$ cat config.mk
export PLATFORM = sky130hd
export DESIGN_NAME = latch_xm
export DESIGN_NICKNAME = d
export VERILOG_FILES = /design/src/rtl/latch_xm_pkg.sv /design/src/rtl/latch_xm_ctrl_decode.sv /design/src/rtl/latch_xm.sv
export SDC_FILE = /design/constraint.sdc
export NUM_CORES = 1
export LEC_CHECK = 0
export CORE_ASPECT_RATIO = 0.9
export CORE_UTILIZATION = 32
export DETAILED_ROUTE_END_ITERATION = 6
export GPL_ROUTABILITY_DRIVEN = 0
export PLACE_DENSITY = 0.68
export SLEW_MARGIN = 10
export SYNTH_ARGS = -nofsm -noshare
export SYNTH_HDL_FRONTEND = slang
export SYNTH_SLANG_ARGS = --single-unit
export TNS_END_PERCENT = 10
$ cat constraint.sdc
create_clock -name clock -period 1.88 [get_ports clock]
set_input_delay 0.376 -clock clock [delete_from_list [all_inputs] [get_ports clock]]
set_output_delay 0.376 -clock clock [all_outputs]
set_load 0.05 [all_outputs]
$ cat src/rtl/latch_xm_pkg.sv
// Shared decode constants for the execute-to-memory pipeline latch.
// These are the opcode, ALU-op, rstatus and register-index values that the
// latch and its control decoder both need.
package latch_xm_pkg;

    // Primary opcodes (insn[31:27])
    localparam logic [4:0] OP_RTYPE = 5'b00000;
    localparam logic [4:0] OP_JAL   = 5'b00011;
    localparam logic [4:0] OP_ADDI  = 5'b00101;
    localparam logic [4:0] OP_SW    = 5'b00111;
    localparam logic [4:0] OP_LW    = 5'b01000;
    localparam logic [4:0] OP_SETX  = 5'b10101;

    // R-type ALU ops (insn[6:2])
    localparam logic [4:0] ALU_ADD  = 5'b00000;
    localparam logic [4:0] ALU_SUB  = 5'b00001;

    // Status codes written to rstatus on arithmetic overflow
    localparam int RSTATUS_W = 2;
    localparam logic [RSTATUS_W-1:0] RSTATUS_ADD  = 2'd1;
    localparam logic [RSTATUS_W-1:0] RSTATUS_ADDI = 2'd2;
    localparam logic [RSTATUS_W-1:0] RSTATUS_SUB  = 2'd3;

    // Architected register indices with fixed roles
    localparam int REG_RSTATUS = 30;
    localparam int REG_RA      = 31;

    // True for opcodes whose result is written back to the register file
    function automatic logic writes_reg(input logic [4:0] opcode);
        return (opcode == OP_RTYPE) || (opcode == OP_ADDI) || (opcode == OP_LW) ||
               (opcode == OP_JAL)   || (opcode == OP_SETX);
    endfunction

endpackage

$ cat src/rtl/latch_xm_ctrl_decode.sv
// Combinational control decode for the X/M latch: works out the final
// destination register (including the jal/setx fixed targets and the
// rstatus overflow rewrite) and whether writeback is enabled.
module xm_ctrl_decode
    import latch_xm_pkg::*;
#(
    parameter int RSTATUS_REG = REG_RSTATUS
) (
    input  logic [31:0]          insn,
    input  logic                 overflow,
    output logic [4:0]           rd,
    output logic                 reg_we_raw,
    output logic                 ovf_sub,
    output logic [RSTATUS_W-1:0] ovf_code
);

    logic [4:0] opcode;
    logic [4:0] alu_op;
    logic [4:0] field_rd;
    logic [4:0] base_rd;
    logic       is_radd;
    logic       is_rsub;
    logic       is_addi;
    logic       unused_insn_bits;

    assign opcode   = insn[31:27];
    assign field_rd = insn[26:22];
    assign alu_op   = insn[6:2];

    assign unused_insn_bits = ^{insn[21:7], insn[1:0]};

    assign is_radd = (opcode == OP_RTYPE) && (alu_op == ALU_ADD);
    assign is_rsub = (opcode == OP_RTYPE) && (alu_op == ALU_SUB);
    assign is_addi = (opcode == OP_ADDI);

    // Only add, addi and sub report overflow; other opcodes ignore it
    always_comb begin
        ovf_sub  = 1'b0;
        ovf_code = '0;
        if (overflow) begin
            if (is_radd) begin
                ovf_sub  = 1'b1;
                ovf_code = RSTATUS_ADD;
            end else if (is_addi) begin
                ovf_sub  = 1'b1;
                ovf_code = RSTATUS_ADDI;
            end else if (is_rsub) begin
                ovf_sub  = 1'b1;
                ovf_code = RSTATUS_SUB;
            end
        end
    end

    // jal links into $ra and setx targets rstatus; everything else uses the rd field
    always_comb begin
        base_rd = field_rd;
        if (opcode == OP_JAL) begin
            base_rd = 5'(REG_RA);
        end else if (opcode == OP_SETX) begin
            base_rd = 5'(REG_RSTATUS);
        end
    end

    assign rd         = ovf_sub ? 5'(RSTATUS_REG) : base_rd;
    assign reg_we_raw = writes_reg(opcode) && (rd != 5'd0);

endmodule

$ cat src/rtl/latch_xm.sv
// Execute-to-memory pipeline register. Captures the execute-stage
// instruction and datapath values, applies the rstatus overflow rewrite,
// and presents decoded memory-stage controls. Supports stall, flush and a
// retired-instruction counter.
module latch_xm
    import latch_xm_pkg::*;
#(
    parameter int DATA_W      = 32,
    parameter int ADDR_W      = 12,
    parameter int RSTATUS_REG = 30
) (
    input  logic              clock,
    input  logic              reset,
    input  logic              stall,
    input  logic              flush,
    input  logic              x_valid,
    input  logic [31:0]       x_insn,
    input  logic [DATA_W-1:0] x_alu_result,
    input  logic [DATA_W-1:0] x_operandB,
    input  logic              x_overflow,
    output logic              m_valid,
    output logic [31:0]       m_insn,
    output logic [4:0]        m_opcode,
    output logic [DATA_W-1:0] m_alu_result,
    output logic [DATA_W-1:0] m_operandB,
    output logic [ADDR_W-1:0] m_address_dmem,
    output logic [DATA_W-1:0] m_d_dmem,
    output logic              m_wren,
    output logic [4:0]        m_rd,
    output logic              m_reg_we,
    output logic              m_is_load,
    output logic [31:0]       retired_count
);

    logic                 valid_q;
    logic [31:0]          insn_q;
    logic [DATA_W-1:0]    result_q;
    logic [DATA_W-1:0]    operand_b_q;
    logic [4:0]           rd_q;
    logic                 reg_we_q;
    logic [31:0]          count_q;

    logic [4:0]           dec_rd;
    logic                 dec_reg_we_raw;
    logic                 dec_ovf_sub;
    logic [RSTATUS_W-1:0] dec_ovf_code;

    xm_ctrl_decode #(
        .RSTATUS_REG (RSTATUS_REG)
    ) u_decode (
        .insn       (x_insn),
        .overflow   (x_valid & x_overflow),
        .rd         (dec_rd),
        .reg_we_raw (dec_reg_we_raw),
        .ovf_sub    (dec_ovf_sub),
        .ovf_code   (dec_ovf_code)
    );

    // Pipeline register: flush inserts a bubble, stall holds, otherwise capture
    always_ff @(posedge clock or negedge reset) begin
        if (!reset) begin
            valid_q     <= 1'b0;
            insn_q      <= '0;
            result_q    <= '0;
            operand_b_q <= '0;
            rd_q        <= '0;
            reg_we_q    <= 1'b0;
        end else if (flush) begin
            valid_q     <= 1'b0;
            insn_q      <= '0;
            result_q    <= '0;
            operand_b_q <= '0;
            rd_q        <= '0;
            reg_we_q    <= 1'b0;
        end else if (!stall) begin
            valid_q     <= x_valid;
            insn_q      <= x_insn;
            result_q    <= dec_ovf_sub ? DATA_W'(dec_ovf_code) : x_alu_result;
            operand_b_q <= x_operandB;
            rd_q        <= dec_rd;
            reg_we_q    <= x_valid & dec_reg_we_raw;
        end
    end

    // Retired-instruction counter: counts real instructions entering memory, wraps naturally
    always_ff @(posedge clock or negedge reset) begin
        if (!reset) begin
            count_q <= '0;
        end else if (!flush && !stall && x_valid) begin
            count_q <= count_q + 32'd1;
        end
    end

    assign m_valid        = valid_q;
    assign m_insn         = insn_q;
    assign m_opcode       = insn_q[31:27];
    assign m_alu_result   = result_q;
    assign m_operandB     = operand_b_q;
    assign m_address_dmem = result_q[ADDR_W-1:0];
    assign m_d_dmem       = operand_b_q;
    assign m_rd           = rd_q;
    assign m_wren         = valid_q && (m_opcode == OP_SW);
    assign m_reg_we       = valid_q && reg_we_q;
    assign m_is_load      = valid_q && (m_opcode == OP_LW);
    assign retired_count  = count_q;

endmodule

Word-level counts from Yosys, hierarchy flattened

Index checks and enable logic that the tools add are counted.

Output and inout port bits: 186
Register bits after elaboration: 135
Word-level logic and storage cells: 59
Bits of input ports: 102

Reductions and logical operators: 17
Bitwise logic cells: 2
Eq/ne operators: 8
$add $sub $neg: 1
Muxes and demuxes: 24

Operator list:

| operator              | number |
|---|---|
| $mux 32               | 7 |
| $add 32x1->32 const B | 1 |
| $mux 5                | 5 |
| $eq 5x3->1 const B    | 2 |
| $eq 5x4->1 const B    | 2 |
| $logic_not 5->1       | 2 |
| $logic_and 1x1->1     | 8 |
| $mux 1                | 8 |
| $mux 2                | 4 |
| $eq 5x1->1 const B    | 1 |
| $eq 5x2->1 const B    | 1 |
| $eq 5x5->1 const B    | 1 |
| $reduce_bool 5->1     | 1 |
| $logic_or 1x1->1      | 4 |
| $and 1x1->1           | 2 |
| $logic_not 1->1       | 2 |
| $ne 2x1->1 const B    | 1 |

Longest topological paths before layout

Word-level depth: 12
Mapped depth: 7
Depth with buffers taken out: 5

By module

From an unflattened synthesis, not the netlist that was laid out.

Cells, all modules: 532
Area total of the unflattened synthesis: 6134.6 µm²

By module, submodules not included:

| module         | instances | seq. area each (µm²) | area an instance (µm²) | cells each |
|---|---|---|---|---|
| latch_xm       | 1         | 3378.2               | 5918.2                 | 502 |
| xm_ctrl_decode | 1         | 0.0                  | 216.5                  | 30 |

Worst setup path before layout

No wires, ideal clock.

Kind: register to output
From: reg insn_q[31], in the netlist m_insn[31]
To: out m_is_load
Arrival: 2323 ps
Buffers on the path: 0
Stages on the path, launching flop included: 3
Required time: 1504 ps
Path slack: -819 ps
Cell sequence: dfrtp_1 > nand2b_1 > nor4_1

Longest elaborated chain between the ends: 2

Ends and longest elaborated chain:

| what                   | RTL line        | text |
|---|---|---|
| start, declared        | latch_xm.sv:36  | `logic [31:0] insn_q;` |
| start signal, assigned | latch_xm.sv:77  | `insn_q <= x_insn;` |
| $eq 5x4->1             | latch_xm.sv:104 | `assign m_is_load = valid_q && (m_opcode == OP_LW);` |
| $logic_and 1x1->1      | latch_xm.sv:104 |  |
| end, declared          | latch_xm.sv:31  | `output logic m_is_load,` |

No other way between the ends.

Worst setup path after layout

From: reg insn_q[29], in the netlist m_insn[29]
To: out m_is_load

The elaborated chain is that of the path after synthesis.

==> flow_summary.toml <==
[run_status]
status = "complete, no violations"

[critical_path]
crit_path_end_kind = "output port"
cp_max_fo = 5
required_ps = 1500
critPathLaunch = "m_insn[29]$_DFFE_PN0P_"
rrSetupSlack_ps = 90
arrival_ps = 1460
endpoint = "m_is_load"
reg2regPathDepth = 6
criticalPathCategory = "reg2out"
reg2reg_from = "retired_count[16]$_DFFE_PN0P_"
start_kind = "flip-flop"
regToRegEndpoint = "retired_count[24]$_DFFE_PN0P_"

[layout]
utilization = 0.513
fillers = 1615
num-nets-final = 868
finalInstanceArea_mm2 = 0.00918
drive_above_1_share = 0.308
syn_to_final_growth_pct = 54.5

[drt]
drtIter0Drc = 224
dr.pass1.iters = 4
ant_nets = 0
routed_via_density = 4.68
wl_um = 17000
drc = 0
wl_per_cell_um = 16.7
vias = 4770

[global_routing]
antenna_found_initial = 1
global_route.overflow_total = 0
grt_pass1_vias = 4965
grtUsageTotal = 0.181
grt_start_max_net_pins = 74
grt_pass1_wl_um = 27100

[die]
rows = 46
die_h_um = 131
die_w_um = 146
dieArea_mm2 = 0.0191
core_mm2 = 0.0179
io_pins = 288
start_util = 0.332

[min_path]
hp-class = "in2reg"

[timing]
relSlewSlack = 0.599
finalSetupViolations = 0
clock.fmax_ghz = 0.543
hold_viol_final = 0
setup_slack_ps = 39.4
whs_ps = 287
skew_ps = 4.91
fin_crit_ps = 1840
rsz0062_at_grt = "true"
tightest_slew_ps = 601
slew_violations = 0
period_share = 0.979

[yosys]
syn_avg_cell_area_um2 = 11.9
synthCells = 501
yosysTopAreaCell = "dfrtp_1"
ys_top_cells_by_area = "dfrtp_1, mux2i_1, buf_4"
syn_nets = 604
syn-cell-area_mm2 = 0.00594
synthFlopType = "dfrtp_1"
yosysWarnings = 0
synth.distinct_cells = 41
synth.top_cell.area_share = 0.569
synth-edff-count = 0
yosysSeqAreaShare = 0.569
synth_seq_cells = 135
async_flop_share = 1.00

[placed_design]
dpl_cell_area_mm2 = 0.00857
hpwl_um = 12700
post-place-ws_ps = -574
io_buffers = 287

[clocking]
clockBufferDepth = 2
path_clk_slew_ps = 60
worstSkewPairLatency_ps = 410
post_cts_buffers = 0
cts_root_buf = "clkbuf_16"
tritoncts_num_sinks = 135
cts_tree = "yes"
cts_buffers = 17
htreeDepth = 4

[power]
power_density_mw_per_mm2 = 921
ir_worst_vdd_uv = 603
p_total_uw = 8460
p_leak_uw = 0.00469

[run]
drv_cap = 0
## per-layer routing
metal,track usage,share of wire,up-vias
met5,0,0,-
met4,0.0725,0.026,0
met3,0.0635,0.071,28
met2,0.307,0.50,210
met1,0.208,0.40,2325
li1,-,-,2207
## power breakdown
part / internal, uW / switching (uW)
registers: 3080 / 171
logic: 684 / 1250
clock network: 2010 / 1250
## critical path, stage by stage, from the launching register on
cell and delay (ps):
dfrtp_2 440, nand2b_4 160, nor4_4 270, buf_12 180
## final cells by class
cell class	count	area, um2	share of cell area
clock buffer	20	457	0.0497
tap	240	300	0.0327
timing repair buffer	319	2790	0.304
inverter	1	3.75	0.000409
sequential	135	3380	0.368
clock inverter	12	128	0.0139
multi-input combinational	291	2120	0.231
antenna	1	2.50	0.000273
## synth_stat cells, types with 2 or more instances
| cell type | number |
|---|---|
| nand4bb_1 | 2 |
| and2_1 | 4 |
| nor3_1 | 11 |
| and4_1 | 4 |
| a22o_1 | 31 |
| nor2_1 | 69 |
| nor4_1 | 4 |
| clkbuf_1 | 15 |
| nand4_1 | 5 |
| nand2b_1 | 2 |
| buf_6 | 3 |
| nand3_1 | 15 |
| mux2i_1 | 64 |
| buf_1 | 6 |
| and3_1 | 6 |
| buf_4 | 49 |
| xor2_1 | 4 |
| xnor2_1 | 27 |
| nor2b_1 | 9 |
| dfrtp_1 | 135 |
| nand2_1 | 16 |
## timing repair
| action | 4_1_cts | 5_1_grt |
|---|---|---|
| gates resized for setup | 30 | 13 |
| hold buffers | 1 | 0 |
| endpoints found under the setup margin | 65 | 47 |
| pin swaps | 1 | 3 |
| hold endpoints to repair | 135 | 0 |
## flip-flops by register name, indices dropped and copies added, names as in the netlist
register       flops
m_rd               5
retired_count     32
m_alu_result      32
m_d_dmem          32
reg_we_q           1
m_insn            32
m_valid            1
## how the worst min path moves through the flow
| stage | startpoint | slack (ps) | end | cells after the start |
|---|---|---|---|---|
| finish | x_insn[5] | 290 | m_insn[5]$_DFFE_PN0P_ | 3 |
| global route | reset | 280 | m_alu_result[3]$_DFFE_PN0P_ | 2 |
| CTS | reset | 290 | m_alu_result[3]$_DFFE_PN0P_ | 2 |
| detailed placement | reset | 160 | m_alu_result[3]$_DFFE_PN0P_ | 1 |
| global placement | reset | 160 | m_alu_result[3]$_DFFE_PN0P_ | 1 |
| floorplan | reset | 80 | m_alu_result[0]$_DFFE_PN0P_ | 0 |
## placed cells by master, fill, tap and decap left out, types with 2 or more instances in the layout
cell type and count:
buf_4 183, dlygate4sd2_1 29, and4_1 4, and3_1 6
bufinv_16 2, nand3_1 15, nor2b_2 2, nand4bb_1 2
xor2_1 4, xnor2_1 26, and2_1 4, nor3_1 11
nor2_1 69, buf_12 8, dlymetal6s2s_1 7, a22o_1 31
clkinv_2 4, nand4_1 5, clkbuf_8 2, nand2_1 15
nor4_2 3, clkdlybuf4s50_1 89, mux2i_1 64, clkinv_4 2
clkinvlp_4 4, clkbuf_16 17, nor2b_1 7, dfrtp_1 134
## cell families after synthesis
logic type	count (synthesis)	share of synthesized area
compound gates	37	0.0531
flops	135	0.569
buf+inv	75	0.0838
mux	65	0.110
simple gates	157	0.137
xor+xnor	31	0.0457
fa+ha+maj	1	0.00211
## per-stage QoR
stage / std cells / setup TNS (ps)
after CTS: 1018 / -127
after floorplan: 501 / -1100
final: 1019 / 0
after global placement: 985 / -21540
after detailed placement: 985 / -25400
after global routing: 1019 / -30.0
Power figures use the tool's default switching activity.
==> edit 1, RTL diff (config.mk and constraints unchanged) <==
Set the parameter `DATA_W` to 64 (it was 32).
--- a/src/rtl/latch_xm.sv
+++ b/src/rtl/latch_xm.sv
@@ -6,5 +6,5 @@
     import latch_xm_pkg::*;
 #(
-    parameter int DATA_W      = 32,
+    parameter int DATA_W      = 64,
     parameter int ADDR_W      = 12,
     parameter int RSTATUS_REG = 30
Interface: changed (5 resized); port bits go from 288 to 448. No check against the original RTL was run, so the function may have changed too.
==> edit 1 against the unedited design <==
Via count is 41% higher; critical path depth is 4 higher; first-iteration DRC count is 71% higher; setup slack worse by 0.017 ns; sequential cell count is 64 higher; wire length is 53% higher; die area is 43% higher; fmax is 0.91% lower; final area is 43% higher; area after synthesis is 43% higher; hold slack better by 0.078 ns; power is 34% higher; count of clock-buffer cells in the layout stayed put; critical path type is now input port to flip-flop; critical endpoint is now reg_we_q.
==> edit 1: results (changes against the unedited design) <==
global_route:
  grt_use_total: 0.188  # +0.00736
  grt_pass1_wl_um: 39200  # +45%
  grt_max_degree: 78  # +5.4%
  use_met2: 0.325  # +0.0180
  grt_pass1_vias: 6627  # +33%
  use_met3: 0.0564  # -0.00718
  antenna_found_initial: 2  # +1
  grtUsageMet1: 0.230  # +0.0223
worst_setup_path:
  crit_family: "simple AND/OR/NAND/NOR gates"
  critical-path-max-stage-delay_ns: 0.51  # +0.07 ns
  r2r_slack_ns: 0.14  # +0.05 ns
  cp_data_arrival_time_ns: 2.17  # +0.71 ns
  critPathSlowestCell: "or4_4"
finish:
  drive_above_1_share: 0.298  # -0.0109
  layout.nonclk_buf_frac: 0.324  # +0.0203
  multi_input_cells: 387  # +33%
  fin_area_um2: 13100  # +43%
  stdcell_count: 1459  # +43%
  multi_input_area_share: 0.216  # -0.0143
  seq_share: 0.380  # +0.0120
  fill_cells: 2396  # +48%
  antenna_cells: 2  # +1
  fin_util: 0.501  # -0.0115
synthesis:
  syn-num-nets: 873  # +45%
  yosys.area_share.xor_xnor: 0.0319  # -0.0138
  synth_compound_area_frac: 0.0699  # +0.0168
  yosysSeqAreaShare: 0.585  # +0.0159
  synthTopCellsByCount: "dfrtp_1, nor2_1, mux2i_1, buf_4, a22o_1"
  syn_inst: 706  # +41%
  synth_mux_area_frac: 0.114  # +0.00438
  synthAdderAreaFrac: 0.00147  # -0.000638
  synth_area_leaders: "dfrtp_1, mux2i_1, buf_4"
  ys_types: 39  # -4.9%
  ys_seq_elements: 199  # +47%
clocking:
  clk_transition_reported_paths_ns: 0.08  # +0.02 ns
  clk_latency_ns: 0.43  # +0.02 ns
pwr:
  pg_seq_uw: 4760  # +46%
  combPwrFrac: 0.256  # +0.027
  power_density_nw_per_um2: 864  # -6.2%
  peakVddDrop_uv: 475  # -21%
drt:
  drtIter0Drc: 384  # +71%
  wl_per_cell_um: 17.8  # +6.8%
  vias: 6712  # +41%
timing:
  skew_ns: 0.00928  # +0.00437 ns
  finalCritPeriodShare: 0.988  # +0.00898
  max_slew_margin: 0.586  # -0.0138
placed_design:
  post-place-cells: 1422  # +44%
  placed_area_um2: 12500  # +46%
  post-place-ws_ns: -0.699  # -0.125 ns
  hpwl_um: 19300  # +51%
  io_buffers: 447  # +56%
run_status:
  status: "finished clean"
-- edit 1: cell types whose count changed after synthesis, sizes merged, moves of 18 or more --
cell	unedited run	this run
dfrtp	135	199
a22o	31	63
mux2i	64	96
nor2	69	101
buf	58	85
clkbuf	16	34
-- edit 1: worst paths after layout --
check / startpoint / to
max in group asynchronous: reset / m_insn[15]
worst min-delay path: stall / retired_count[1]
worst min register to register: retired_count[31] / retired_count[31]
worst max register to register: retired_count[6] / retired_count[25]
worst max-delay path: x_insn[30] / reg_we_q
min in group asynchronous: reset / m_alu_result[38]
-- edit 1: what timing repair did --
item	CTS	global route
endpoints found under the hold margin	48	0
pin swaps	3	2
buffers inserted	2	0
hold buffers	1	0
resized for setup	56	2
setup endpoints to repair	108	2
-- edit 1: per-layer routing --
metal	vias up	wire length (µm)
li1	3142	-
met5	-	0
met4	0	382
met3	18	1640
met2	262	13300
met1	3290	10700
==> edit 2, RTL diff (same settings) <==
Made on the original files. Register the output `retired_count` once more, with the module's reset; this adds one clock of latency there. The other outputs are not delayed to match.
--- a/src/rtl/latch_xm.sv
+++ b/src/rtl/latch_xm.sv
@@ -103,5 +103,11 @@
     assign m_reg_we       = valid_q && reg_we_q;
     assign m_is_load      = valid_q && (m_opcode == OP_LW);
-    assign retired_count  = count_q;
+    always_ff @(posedge clock or negedge reset) begin
+        if (!reset) begin
+            retired_count <= '0;
+        end else begin
+            retired_count <= count_q;
+        end
+    end
 
 endmodule
Function: changed (Yosys sat finds a counterexample within 4 cycles, from zero or initial values and one cycle with reset low).
==> edit 2 against the unedited design <==
Clock skew rose by 0.0038 ns; combinational power rose by 2%; sequential share of layout area rose by 4.3 points; sequential cell count grew 32; setup slack lost 0.0085 ns; final area increased by 11%; power is 13% higher; area after synthesis increased by 14%; wire length is 1.9% higher; count of clock-buffer cells in the layout decreased by 1; largest power group is now registers.
==> edit 2: results (changes against the unedited design) <==
worst_setup_path:
  r2r_slack_ns: 0.13  # +0.04 ns
  startpoint: "m_insn[29]"
  r2r_end: "count_q[25]"
  regToRegStartpoint: "count_q[7]"
  cp_data_arrival_time_ns: 1.47
  critPathSlowestCell: "dfrtp_1"
  critical-path-max-stage-delay_ns: 0.42  # -0.02 ns
synthesis:
  synth_compound_area_frac: 0.0558  # +0.00275
  synthAdderAreaFrac: 0.00185  # -0.000258
  synth_area_leaders: "dfrtp_1, mux2i_1, buf_4"
  synth_mux_area_frac: 0.0963  # -0.0134
  syn-num-nets: 651  # +7.8%
  synthTopCellsByCount: "dfrtp_1, nor2_1, mux2i_1, buf_4, a22o_1"
  yosysSeqAreaShare: 0.617  # +0.0487
  syn_inst: 548  # +9.4%
  yosys.area_share.xor_xnor: 0.0412  # -0.00448
  ys_types: 42  # +2.4%
drt:
  drt-vias-per-instance: 4.42  # -5.5%
  wirelength_um: 17300  # +1.9%
  wl_per_cell_um: 15.5  # -7.0%
  drtIter0Drc: 194  # -13%
finish:
  fill_cells: 1954  # +21%
  antenna_cells: 0  # -1
  drive_above_1_share: 0.249  # -0.0591
  nets: 920  # +6.0%
pwr:
  peakVddDrop_uv: 461  # -23%
  swShare: 0.313  # -0.00330
  p_leak_uw: 0.00522  # +11%
global_route:
  antenna_found_initial: 0  # -1
  use_met3: 0.0504  # -0.0131
  grt_pass1_vias: 4895  # -1.4%
  grtUsageMet1: 0.209  # +0.00121
  use_met2: 0.265  # -0.0423
  grt_max_degree: 61  # -18%
  grt_use_total: 0.163  # -0.0180
  grt_pass1_wl_um: 27300  # +0.95%
clocking:
  clk_transition_reported_paths_ns: 0.07
placed_design:
  hpwl_um: 12400  # -3.1%
  placed_area_um2: 9610  # +12%
timing:
  tightest_slew_ns: 0.653  # +0.0522 ns
  skew_ns: 0.00873  # +0.00382 ns
worst_hold_path:
  hp-class: "flip-flop to flip-flop"
run_status:
  status: "finished clean"
-- edit 2: cell types whose count changed in the layout (fill, tap and decap cells not counted), moves of 5 or more --
cell,unedited run,this run
buf_4,183,153
clkdlybuf4s50_1,89,98
dfrtp_1,134,167
dlygate4sd2_1,29,64
dlymetal6s2s_1,7,0
inv_1,1,11
inv_6,0,5
nor2_1,69,80
xnor2_1,26,19
xor2_1,4,11
-- edit 2: cell type report --
| type | instances | area [µm²] | share of cell area |
|---|---|---|---|
| clock inverters | 13 | 161 | 0.0159 |
| flip-flops and latches | 167 | 4180 | 0.412 |
| clock buffers | 19 | 443 | 0.0436 |
| well taps | 286 | 358 | 0.0352 |
| repair buffers | 326 | 2880 | 0.283 |
| inverters | 11 | 41.3 | 0.00407 |
| multi-input cells | 294 | 2090 | 0.206 |
-- edit 2: metal layers --
metal  vias to the layer above  part of all wire  wire length (µm)
li1                       2363                 -                 -
met1                      2387              0.44              7610
met2                       177              0.48              8330
met3                        11             0.071              1230
met4                         0             0.010               176
met5                         -                 0                 0
-- edit 2: worst max-delay path: cells and delay by family (launching register included) --
kind,cells,cell delay [ns]
flip-flops,1,0.42
buffers and inverters,1,0.18
AND/OR/NAND/NOR,2,0.46
-- edit 2: cells by family (layout without fill, tap and decap cells) --
logic type,after synthesis,after routing
XOR/XNOR,31,31
AO/OA/AOI/OAI,46,46
buffers and inverters,87,369
multiplexers,65,65
flip-flops,167,167
AND/OR/NAND/NOR,151,151
adder cells (fa/ha/maj),1,1
-- edit 2: power groups by stage --
stage | logic (µW) | clock network (µW) | registers, µW
CTS | 2010 | 3680 | 3970
detailed placement | 2050 | 0 | 4030
global placement | 2040 | 0 | 4030
finish | 1980 | 3570 | 3970
global route | 2090 | 3840 | 4000
floorplan | 646 | 0 | 4620
-- edit 2: timing repair --
action                                  in CTS  in global routing
pin swaps                                    1                  1
setup buffers                                0                  1
endpoints found under the hold margin       41                  0
resized for setup                           65                  3
endpoints found under the setup margin      66                  9
hold buffers                                 1                  0
-- edit 2: per-stage QoR --
stage | hold WS [ns] | worst slack, ns
3_3_place_gp | 0.351 | -0.441
5_1_grt | 0.400 | -0.0495
3_5_place_dp | 0.345 | -0.447
2_1_floorplan | 0.0804 | -0.0636
6_report | 0.381 | 0.0309
4_1_cts | 0.383 | 0.00263
-- edit 2: worst min-delay path by stage --
| stage | start | to | slack (ns) | depth (start not counted) |
|---|---|---|---|---|
| global placement | reset | m_d_dmem[6] | 0.35 | 1 |
| detailed placement | reset | m_d_dmem[6] | 0.35 | 1 |
| finish | count_q[30] | retired_count[30] | 0.38 | 0 |
| CTS | count_q[30] | retired_count[30] | 0.38 | 0 |
| global route | count_q[30] | retired_count[30] | 0.40 | 0 |
| floorplan | reset | count_q[0] | 0.08 | 0 |
